--- src/rtl/oled_pkg.sv ---
// Shared types and constants for the OLED SPI arbiter.
package oled_pkg;

   localparam int OLED_BYTE_W = 8;

   // Arbiter FSM: a packet walks IDLE -> SETUP -> SEND -> DRAIN -> GAP -> IDLE.
   typedef enum logic [2:0] {
      IDLE  = 3'd0,
      SETUP = 3'd1,
      SEND  = 3'd2,
      DRAIN = 3'd3,
      GAP   = 3'd4
   } arb_state_t;

endpackage

--- src/rtl/oled_rr_picker.sv ---
// Combinational winner selection: round-robin from a pointer, or fixed
// priority with index 0 highest. Output is one-hot, zero when nothing requests.
module oled_rr_picker #(
   parameter int N_REQ = 2
) (
   input  logic [N_REQ-1:0]         req_i,
   input  logic [$clog2(N_REQ)-1:0] ptr_i,
   input  logic                     fixed_i,
   output logic [N_REQ-1:0]         win_o
);

   localparam int PTR_W = $clog2(N_REQ);

   logic found;
   int   idx;

   // Scan from the pointer (or from 0 in fixed mode) and take the first requester.
   always_comb begin
      win_o = '0;
      found = 1'b0;
      idx   = 0;
      for (int k = 0; k < N_REQ; k++) begin
         idx = fixed_i ? k : ((int'(ptr_i) + k) % N_REQ);
         if (!found && req_i[idx[PTR_W-1:0]]) begin
            win_o[idx[PTR_W-1:0]] = 1'b1;
            found                 = 1'b1;
         end
      end
   end

endmodule

--- src/rtl/oled_spi_arbiter.sv ---
// Shares one OLED SPI byte transmitter between N_REQ packet sources.
// Whole packets are granted; cs_n and the setup/gap timing around each packet
// are owned here. Handshakes: a byte moves when valid and ready are both high
// in the same cycle; the granted requester sees tx_ready on its req_ready and
// its valid/data/dc pass straight through to the engine while in SEND.
module oled_spi_arbiter
   import oled_pkg::*;
#(
   parameter int N_REQ      = 2,
   parameter int DATA_W     = OLED_BYTE_W,
   parameter int FIXED_PRIO = 0,
   parameter int CS_SETUP   = 1,
   parameter int CS_GAP     = 2
) (
   input  logic                      sclk,
   input  logic                      rst_n,
   input  logic [N_REQ-1:0]          req_valid,
   input  logic [N_REQ*DATA_W-1:0]   req_data,
   input  logic [N_REQ-1:0]          req_dc,
   input  logic [N_REQ-1:0]          req_last,
   output logic [N_REQ-1:0]          req_ready,
   output logic                      tx_valid,
   output logic [DATA_W-1:0]         tx_data,
   output logic                      tx_dc,
   input  logic                      tx_ready,
   input  logic                      tx_idle,
   output logic                      cs_n,
   output logic [N_REQ-1:0]          grant,
   output logic                      busy,
   output arb_state_t                dbg_state
);

   localparam int PTR_W   = $clog2(N_REQ);
   localparam int CNT_MAX = (CS_SETUP > CS_GAP) ? CS_SETUP : CS_GAP;
   localparam int CNT_W   = $clog2(CNT_MAX + 1);
   localparam logic [CNT_W-1:0] SETUP_LOAD = (CS_SETUP > 0) ? CNT_W'(CS_SETUP - 1) : '0;
   localparam logic [CNT_W-1:0] GAP_LOAD   = CNT_W'(CS_GAP - 1);

   arb_state_t       state_q;
   logic [CNT_W-1:0] cnt_q;
   logic [PTR_W-1:0] ptr_q;
   logic [PTR_W-1:0] gidx_q;
   logic [N_REQ-1:0] grant_q;
   logic             cs_n_q;

   logic [N_REQ-1:0] win_d;
   logic [PTR_W-1:0] win_idx_d;
   logic             last_sel;
   logic             hs;

   oled_rr_picker #(.N_REQ(N_REQ)) u_picker (
      .req_i   (req_valid),
      .ptr_i   (ptr_q),
      .fixed_i (FIXED_PRIO != 0),
      .win_o   (win_d)
   );

   // One-hot winner to binary index for the pass-through mux.
   always_comb begin
      win_idx_d = '0;
      for (int k = 0; k < N_REQ; k++) begin
         if (win_d[k]) win_idx_d = PTR_W'(k);
      end
   end

   // Pass-through of the granted requester to the engine, only while in SEND.
   always_comb begin
      tx_valid  = 1'b0;
      tx_data   = '0;
      tx_dc     = 1'b0;
      req_ready = '0;
      last_sel  = 1'b0;
      if (state_q == SEND) begin
         for (int k = 0; k < N_REQ; k++) begin
            if (gidx_q == PTR_W'(k)) begin
               tx_valid     = req_valid[k];
               tx_data      = req_data[k*DATA_W +: DATA_W];
               tx_dc        = req_dc[k];
               last_sel     = req_last[k];
               req_ready[k] = tx_ready;
            end
         end
      end
   end

   assign hs = tx_valid && tx_ready;

   // Packet FSM with the shared setup/gap counter and round-robin pointer.
   always_ff @(posedge sclk) begin
      if (!rst_n) begin
         state_q <= IDLE;
         cnt_q   <= '0;
         ptr_q   <= '0;
         gidx_q  <= '0;
         grant_q <= '0;
         cs_n_q  <= 1'b1;
      end else begin
         case (state_q)
            IDLE: begin
               if (|req_valid) begin
                  grant_q <= win_d;
                  gidx_q  <= win_idx_d;
                  cs_n_q  <= 1'b0;
                  cnt_q   <= SETUP_LOAD;
                  state_q <= (CS_SETUP == 0) ? SEND : SETUP;
               end
            end
            SETUP: begin
               if (cnt_q == '0) begin
                  state_q <= SEND;
                  cnt_q   <= '0;
               end else begin
                  cnt_q <= cnt_q - 1'b1;
               end
            end
            SEND: begin
               if (hs && last_sel) begin
                  state_q <= DRAIN;
                  cnt_q   <= '0;
               end
            end
            DRAIN: begin
               // Hold cs_n low until the shifter has pushed out the final bit.
               if (tx_idle) begin
                  cs_n_q  <= 1'b1;
                  grant_q <= '0;
                  ptr_q   <= (int'(gidx_q) == N_REQ - 1) ? '0 : gidx_q + PTR_W'(1);
                  cnt_q   <= GAP_LOAD;
                  state_q <= GAP;
               end
            end
            GAP: begin
               if (cnt_q == '0) begin
                  state_q <= IDLE;
               end else begin
                  cnt_q <= cnt_q - 1'b1;
               end
            end
            default: begin
               state_q <= IDLE;
               cs_n_q  <= 1'b1;
               grant_q <= '0;
            end
         endcase
      end
   end

   assign cs_n      = cs_n_q;
   assign grant     = grant_q;
   assign busy      = (state_q != IDLE);
   assign dbg_state = state_q;

   a_grant_onehot0: assert property (@(posedge sclk) disable iff (!rst_n) $onehot0(grant_q));
   a_cs_high_idle:  assert property (@(posedge sclk) disable iff (!rst_n) cs_n_q |-> !tx_valid);
   a_dc_stable:     assert property (@(posedge sclk) disable iff (!rst_n)
                                     (tx_valid && !tx_ready) |=> (!tx_valid || $stable(tx_dc)));

endmodule

--- config.mk ---
export PLATFORM = sky130hd
export DESIGN_NAME = oled_spi_arbiter
export DESIGN_NICKNAME = d
export VERILOG_FILES = /design/src/rtl/oled_pkg.sv /design/src/rtl/oled_rr_picker.sv /design/src/rtl/oled_spi_arbiter.sv
export SDC_FILE = /design/constraint.sdc
export NUM_CORES = 1
export LEC_CHECK = 0
export ABC_CLOCK_PERIOD_IN_PS = 1250
export CAP_MARGIN = 10
export CORE_MARGIN = 2
export CORE_UTILIZATION = 35
export DETAILED_ROUTE_END_ITERATION = 7
export GPL_TIMING_DRIVEN = 0
export PLACE_DENSITY = 0.75
export REMOVE_ABC_BUFFERS = 1
export SLEW_MARGIN = 10
export SYNTH_ARGS = -nofsm -noshare
export SYNTH_HDL_FRONTEND = slang
export SYNTH_SLANG_ARGS = --single-unit
--- constraint.sdc ---
create_clock -name sclk -period 1.25 [get_ports sclk]
set_input_delay 0.25 -clock sclk [delete_from_list [all_inputs] [get_ports sclk]]
set_output_delay 0.25 -clock sclk [all_outputs]
set_load 0.05 [all_outputs]
==> reports/metrics.cfg, run 1 <==
[status]
status=finished, violations left
violations=negative setup slack

[timing]
maxSlewViolCount=0
report.final.setup_viol=20
period_minus_slack_ps=1600
layout_setup_ws_ps=-347
hold_viol_final=0
worst_pin_slew_ps=410
slew_headroom=0.727
timing.final.crit_share=1.28
skew_ps=8.14
rsz0062_at_grt=yes
fmax_mhz=626

[detailed_routing]
ant_nets=0
routedWlPerCell_um=16.1
drt_first_pass_iters=4
drc=0
avgViaCountPerCell=5.57
num_vias=1070
routed_wl_mm=3.10
drt_iter0_drc=26

[setup_path]
r2r-end=cnt_q[0]
reg2reg_from=gidx_q
critPathSlowestCell=dfxtp_4
r2r_slack_ps=-260
worstSetupPathType=flop to output pin
cp-start-kind=flop
cp_max_fo=6
reg2reg_depth=5
endpoint_kind=output pin
cpPeakStageDelay_ps=380
worstPathArrival_ps=1350
path_cells=nor2_4 > nand2_4 > nor3b_2 > buf_6
required_ps=1000

[global_routing]
grt_util_met2=0.395
grt_busiest_layer=met2
grt_use_total=0.212
grt_start_max_net_pins=12
grt_overflow_total=0
grt_pass1_vias=1017
antenna_found_initial=0
grt_pass1_wl_mm=4.48
met3_usage=0.0452
use_met1=0.246

[finish]
nets=194
final_cell_mix=22 x clkdlybuf4s50_1, 10 x buf_6, 10 x buf_4
drive_above_1_share=0.421
area_growth_pct=94.2
diodes=0
fillers=186
final_common_cell=clkdlybuf4s50_1

[die]
row_count=17
coreArea_sq_um=2250
io_pins=45
die_area_sq_um=2860
dieWidth_um=53.5
start_util=0.380
die_h_um=53.5

[min_path]
holdCritPathClass=flop to flop
whs_endpoint=cnt_q[0]
hold_start=cnt_q[0]
hold_path_depth=2

[logic_synthesis]
synth.cell_area_sq_um=857
postSynthAreaPerCell_sq_um=7.86
yosysSeqAreaShare=0.234
yosysWarnings=0
synthArstFlopShare=0
netlist.area_leader.share=0.234
synth_edf_count=0
synth_area_leader_cell=dfxtp_1
synth_cell_type_count=41
synth-seq-cells=10
syn_inst=109
ys_top_cells_by_area=dfxtp_1 23%, mux2i_1 13%, nor2_1 5.7%
ys.flop_type=dfxtp_1

[power]
p_clk_frac=0.169
cellPowerDensity_nw_per_um2=1060
p_leak_nw=0.646
switching_share=0.425
power.total_mw=1.76
p_seq_frac=0.231
p_int_mw=1.01
combPwrFrac=0.600
vdd_ir_drop_max_uv=699
power.switching_mw=0.748

[clock_tree]
clockRootBuffer=clkbuf_4
clk_latency_ps=270
cts.sinks=10
clk_pin_slew_ps=80
cts_tree=yes
numCtsBuffers=3
h-tree-depth=1
clockBufferDepth=2

[place]
place_congestion=0.703
dpl.hpwl_mm=1.74
port_buffers=44
post-place-ws_ps=-1180

[flow_run]
drv_cap=0

-- layer usage --
metal  wire length [um]  vias up
met5                  0        -
met2               1620       56
met3                216        6
met1               1230      508
li1                   -      500
met4                 28        0
-- cells in the mapped netlist, types with 2 or more instances --
cell	instances
nor2_1	13
mux2i_1	11
dfxtp_1	10
nand2_1	9
o21ai_0	7
inv_1	5
a21oi_1	4
clkbuf_1	4
buf_2	3
ha_1	3
nor3_1	3
a21boi_1	2
and2_1	2
and3b_1	2
nand2b_1	2
nand3_1	2
nand4b_1	2
o211ai_1	2
-- worst max-delay path: cells and delay by family (launching register included) --
family	cells	cell delay (ps)
buf+inv	1	190
flops	1	380
simple gates	3	510
-- power groups by stage --
stage	Combinational, mW	Clock (mW)	Sequential, mW
floorplan	0.374	0	0.504
global placement	0.700	0	0.437
detailed placement	0.714	0	0.440
CTS	0.928	0.298	0.400
global route	1.11	0.322	0.414
finish	1.06	0.297	0.407
-- how the worst max path moves through the flow --
stage | start | endpoint | slack [ps] | depth (start not counted)
floorplan | dbg_state[1] | req_ready[0] | -1510 | 2
global placement | dbg_state[1] | req_ready[0] | -1190 | 3
detailed placement | dbg_state[1] | req_ready[0] | -1180 | 3
CTS | dbg_state[0] | req_ready[0] | -270 | 4
global route | dbg_state[2] | req_ready[0] | -410 | 4
finish | dbg_state[2] | req_ready[0] | -350 | 4
-- stage by stage --
stage	hold slack (ps)	cell area, sq um	instances	setup TNS (ps)	utilization
global placement	479	1290	172	-19720	0.571
floorplan	326	812	100	-16160	-
global route	506	1660	192	-5240	0.738
CTS	487	1520	188	-3910	0.672
detailed placement	487	1290	172	-20190	0.571
finish	495	1660	192	-4200	0.738
-- layout make-up --
type | instances | area (sq um) | area share
multi-input cells | 86 | 736 | 0.442
repair buffers | 59 | 621 | 0.373
flip-flops and latches | 10 | 218 | 0.131
clock buffers | 4 | 36.3 | 0.0218
well taps | 28 | 35.0 | 0.0211
inverters | 5 | 18.8 | 0.0113
-- sequential cells by signal, summed over array words and instances (netlist names) --
| signal | cells |
|---|---|
| ptr_q | 1 |
| dbg_state | 3 |
| gidx_q | 1 |
| cs_n | 1 |
| cnt_q | 2 |
| grant | 2 |
-- kinds of logic after synthesis --
| family | synth area share |
|---|---|
| buf+inv | 0.0744 |
| compound gates | 0.241 |
| simple gates | 0.279 |
| fa+ha+maj | 0.0438 |
| mux | 0.128 |
| flops | 0.234 |
-- repair_timing --
item	4_1_cts	5_1_grt
resized for setup	149	37
setup buffers	11	4
endpoints found under the setup margin	29	28
pin swaps	13	14
hold buffers	0	0
cloned	1	0
Power figures use the tool's default switching activity.
==> run 2: changes to the inputs <==
--- a/config.mk
+++ b/config.mk
@@ -13,6 +13,7 @@
 export GPL_TIMING_DRIVEN = 0
 export PLACE_DENSITY = 0.75
 export REMOVE_ABC_BUFFERS = 1
+export SKIP_CTS_REPAIR_TIMING = 1
 export SLEW_MARGIN = 10
 export SYNTH_ARGS = -nofsm -noshare
 export SYNTH_HDL_FRONTEND = slang
==> run 2 against run 1 <==
Against the previous run:
- the run still ends with negative setup slack left
- worst hold slack worse by 63 ps
- first-iteration DRC count down 38%
- power down 4.0%
- via count down 2.2%
- critical path depth unchanged
- non-clock buffer count unchanged
- critical path type unchanged
==> reports/metrics.cfg, run 2 (synthesis results as in run 1) <==
[status]
status=finished, violations left
violations=negative setup slack

[detailed_routing]
routed_wl_mm=2.83
num_vias=1046
ant_nets=0
routedWlPerCell_um=14.8
drt_first_pass_iters=4
drc=0
avgViaCountPerCell=5.45
drt_iter0_drc=16

[finish]
area_growth_pct=81.8
final_cell_mix=23 x clkdlybuf4s50_1, 16 x buf_6, 11 x mux2i_1
final_common_cell=clkdlybuf4s50_1
design_area_sq_um=1560
diodes=0
fillers=190
largest_reg_flops=3
drive_above_1_share=0.384
nets=194

[timing]
period_minus_slack_ps=1540
report.final.setup_viol=22
slew_headroom=0.742
fmax_mhz=649
maxSlewViolCount=0
layout_setup_ws_ps=-291
hold_viol_final=0
worst_pin_slew_ps=386
timing.final.crit_share=1.23
skew_ps=8.14
rsz0062_at_grt=yes

[clock_tree]
cts_tree=yes
numCtsBuffers=3
clockBufferDepth=2
clk_pin_slew_ps=80
clk_latency_ps=280
cts.sinks=10
clockRootBuffer=clkbuf_4
h-tree-depth=1

[global_routing]
use_met1=0.199
met3_usage=0.0452
grt_busiest_layer=met2
grt_pass1_vias=895
grt_util_met2=0.309
antenna_found_initial=0
grt_start_max_net_pins=21
grt_use_total=0.171
grt_pass1_wl_mm=3.70
grt_overflow_total=0

[place]
place_congestion=0.703
post-place-ws_ps=-1180
place_area_sq_um=1290
port_buffers=44
dpl.hpwl_mm=1.74

[setup_path]
critPathSlowestCell=dfxtp_4
reg2reg_depth=5
worstPathArrival_ps=1290
critical_path_depth=4
worstSetupPathType=flop to output pin
cp-start-kind=flop
crit_start=dbg_state[0]
required_ps=1000
cp_num_buf_inv=1
path_cells=nor2_4 > nand2_4 > nor3b_2 > buf_6
reg2reg_from=dbg_state[0]
endpoint_kind=output pin
critical-path-top-delay-family=simple AND/OR/NAND/NOR gates
cpPeakStageDelay_ps=380
cp_max_fo=6

[min_path]
hold_path_depth=3
hold_start=req_valid[0]
holdCritPathClass=primary input to flop

[power]
vdd_ir_drop_max_uv=662
cellPowerDensity_nw_per_um2=1080
p_leak_nw=0.623

[die]
io_pins=45
die_h_um=53.5
row_count=17
die_area_sq_um=2860
coreArea_sq_um=2250
start_util=0.380
dieWidth_um=53.5

[flow_run]
drv_cap=0

-- run 2: cell count changes in the layout (fill, tap and decap cells not counted), moves of 2 or more --
cell,before,now
mux2i_1,7,11
buf_6,10,16
nor2_4,5,1
dlygate4sd2_1,2,0
dfxtp_2,2,0
dfxtp_1,4,6
buf_8,8,2
mux2i_4,4,0
nor2_2,1,4
-- run 2: stage by stage --
| stage | cells | hold WS [ps] | utilization | power (mW) | setup TNS [ps] |
|---|---|---|---|---|---|
| after floorplan | 100 | 326 | - | 0.879 | -16160 |
| after global placement | 172 | 479 | 0.571 | 1.14 | -19720 |
| after detailed placement | 172 | 487 | 0.571 | 1.15 | -20190 |
| after CTS | 176 | 508 | 0.587 | 1.45 | -24180 |
| after global routing | 192 | 463 | 0.691 | 1.77 | -5670 |
| final | 192 | 432 | 0.691 | 1.69 | -4340 |
-- run 2: path summary, 6_finish.rpt --
kind	to	slack, ps
max	req_ready[0]	-290
min	grant[0]	430
max reg2reg	cnt_q[0]	-220
min reg2reg	grant[1]	500
-- run 2: power breakdown --
part,switching [mW],internal (mW)
clock network,0.128,0.177
registers,0.0660,0.353
logic,0.521,0.443
total,0.715,0.973
-- run 2: worst min-delay path, stage by stage --
cell and delay [ps]:
dlymetal6s2s_1 220, nand3_1 120, a21boi_1 60
-- run 2: per-layer routing --
layer / share of wire / up-vias
met1: 0.40 / 483
li1: - / 499
met4: 0.0088 / 0
met5: 0 / -
met3: 0.093 / 5
met2: 0.50 / 59
-- run 2: cell type report --
cell class                 count  area, sq um  area share
tap                           28         35.0      0.0225
multi-input combinational     86          664       0.427
inverter                       5         18.8      0.0120
sequential                    10          215       0.138
clock buffer                   4         36.3      0.0233
timing repair buffer          59          588       0.378
==> run 3: changes to the inputs <==
--- a/config.mk
+++ b/config.mk
@@ -5,13 +5,13 @@
 export SDC_FILE = /design/constraint.sdc
 export NUM_CORES = 1
 export LEC_CHECK = 0
-export ABC_CLOCK_PERIOD_IN_PS = 1250
+export ABC_CLOCK_PERIOD_IN_PS = 1780
 export CAP_MARGIN = 10
 export CORE_MARGIN = 2
-export CORE_UTILIZATION = 35
+export CORE_UTILIZATION = 42
 export DETAILED_ROUTE_END_ITERATION = 7
 export GPL_TIMING_DRIVEN = 0
-export PLACE_DENSITY = 0.75
+export PLACE_DENSITY = 0.85
 export REMOVE_ABC_BUFFERS = 1
 export SKIP_CTS_REPAIR_TIMING = 1
 export SLEW_MARGIN = 10
==> constraint.sdc (replaced) <==
create_clock -name sclk -period 1.78 [get_ports sclk]
set_input_delay 0.356 -clock sclk [delete_from_list [all_inputs] [get_ports sclk]]
set_output_delay 0.356 -clock sclk [all_outputs]
set_load 0.05 [all_outputs]
==> run 3 against run 2 <==
Against the previous run:
- the flow now finishes without violations
- non-clock buffer count is 15 lower
- power is 40% lower
- sequential share of layout area is 1.9 points higher
- sequential cell count stayed put
- clock power is 30% lower
- routed wire length is 19% lower
==> reports/metrics.cfg, run 3 (synthesis results as in run 1) <==
[detailed_routing]
drt_iter0_drc=19
wl_met2_mm=1.08
num_vias=940
drc=0
wl_met1_um=948
avgViaCountPerCell=5.37
dr_wl_met3_um=236
top_layer=met4
routed_wl_mm=2.30
drt_first_pass_iters=4
routedWlPerCell_um=13.1
ant_nets=0

[min_path]
hold_path_depth=2
holdCritPathClass=flop to flop
whs_endpoint=grant[1]
hold_start=grant[1]

[timing]
timing.hold.ws_ps=498
timing.final.crit_share=0.975
report.final.setup_viol=0
maxSlewViolCount=0
worst_pin_slew_ps=505
slew_headroom=0.663
hold_viol_final=0
fmax_mhz=576
skew_ps=2.60
period_minus_slack_ps=1740
rsz0062_at_grt=yes

[setup_path]
cp_max_fo=19
r2r_slack_ps=230
cp-start-kind=flop
required_ps=1420
reg2reg_from=cnt_q[0]
r2r-end=cnt_q[0]
path_cells=nor2_4 > nand2_4 > nor3b_2 > buf_4
endpoint_kind=output pin
cpPeakStageDelay_ps=430
worstPathArrival_ps=1380
reg2reg_depth=6
worstSetupPathType=flop to output pin
critPathSlowestCell=dfxtp_2

[finish]
drive_above_1_share=0.223
diodes=0
area_growth_pct=56.2
final_common_cell=clkdlybuf4s50_1
nets=178
final_cell_mix=23 x clkdlybuf4s50_1, 11 x mux2i_1, 11 x nor2_1
design_area_sq_um=1340
largest_reg_flops=3

[power]
combPwrFrac=0.482
p_clk_frac=0.211
switching_share=0.436
p_leak_nw=0.599
p_seq_frac=0.307
p_int_mw=0.573
power.switching_mw=0.443
vdd_ir_drop_max_uv=460
cellPowerDensity_nw_per_um2=758
power.total_mw=1.02

[die]
row_count=16
die_area_sq_um=2420
die_h_um=49.2
dieWidth_um=49.2
coreArea_sq_um=1940
start_util=0.441
io_pins=45

[clock_tree]
numCtsBuffers=3
clockRootBuffer=clkbuf_4
cts_tree=yes
h-tree-depth=1
clockBufferDepth=2
cts.sinks=10
clk_latency_ps=280
clk_pin_slew_ps=70

[place]
place_congestion=0.766
port_buffers=44
place_area_sq_um=1290
dpl.hpwl_mm=1.72

[global_routing]
antenna_found_initial=0
grt_use_total=0.203
grt_start_max_net_pins=21
grt_overflow_total=0
grt_pass1_wl_mm=3.81
grt_pass1_vias=926

[status]
status=completed

[flow_run]
drv_cap=0

## run 3: changes by cell type in the layout (fill, tap and decap cells not counted), sizes merged
cell	before	now
dlymetal6s2s	2	8
nand2	10	9
clkbuf	7	12
buf	31	5
## run 3: per-layer routing
metal  GRT usage  vias to the layer above
met5           0                        -
met4      0.0952                        0
met3      0.0859                        3
met2       0.345                       54
met1       0.215                      418
li1            -                      465
## run 3: area by class of cell
type	count	area, sq um
multi-input combinational	85	621
fill	164	603
timing repair buffer	44	419
sequential	10	210
clock buffer	4	36.3
tap	27	33.8
inverter	5	18.8
## run 3: critical path, delay by kind of cell, from the launching register on
kind,cells,cell delay [ps]
AND/OR/NAND/NOR,3,460
flip-flops,1,430
buffers and inverters,1,220
## run 3: worst max path at each step
stage,startpoint,endpoint,slack [ps],depth (start not counted)
finish,dbg_state[0],req_ready[0],40,4
global route,dbg_state[0],req_ready[0],-50,4
CTS,dbg_state[1],req_ready[0],-1080,3
detailed placement,dbg_state[1],req_ready[0],-760,3
global placement,dbg_state[1],req_ready[0],-760,3
floorplan,dbg_state[1],req_ready[0],-1090,2
## run 3: power groups by stage
| stage | logic [mW] | registers, mW | clock network (mW) |
|---|---|---|---|
| after global routing | 0.523 | 0.320 | 0.228 |
| final | 0.489 | 0.312 | 0.215 |
| after detailed placement | 0.499 | 0.307 | 0 |
| after CTS | 0.501 | 0.302 | 0.222 |
| after floorplan | 0.263 | 0.354 | 0 |
| after global placement | 0.490 | 0.306 | 0 |
## run 3: per-stage QoR
stage	setup WS (ps)	util	std cells	TNS [ps]
after floorplan	-1090	-	100	-7060
after global placement	-764	0.662	171	-9050
after detailed placement	-758	0.662	171	-9480
after CTS	-1080	0.681	175	-13510
after global routing	-46.1	0.689	175	-46.3
final	44.0	0.689	175	0
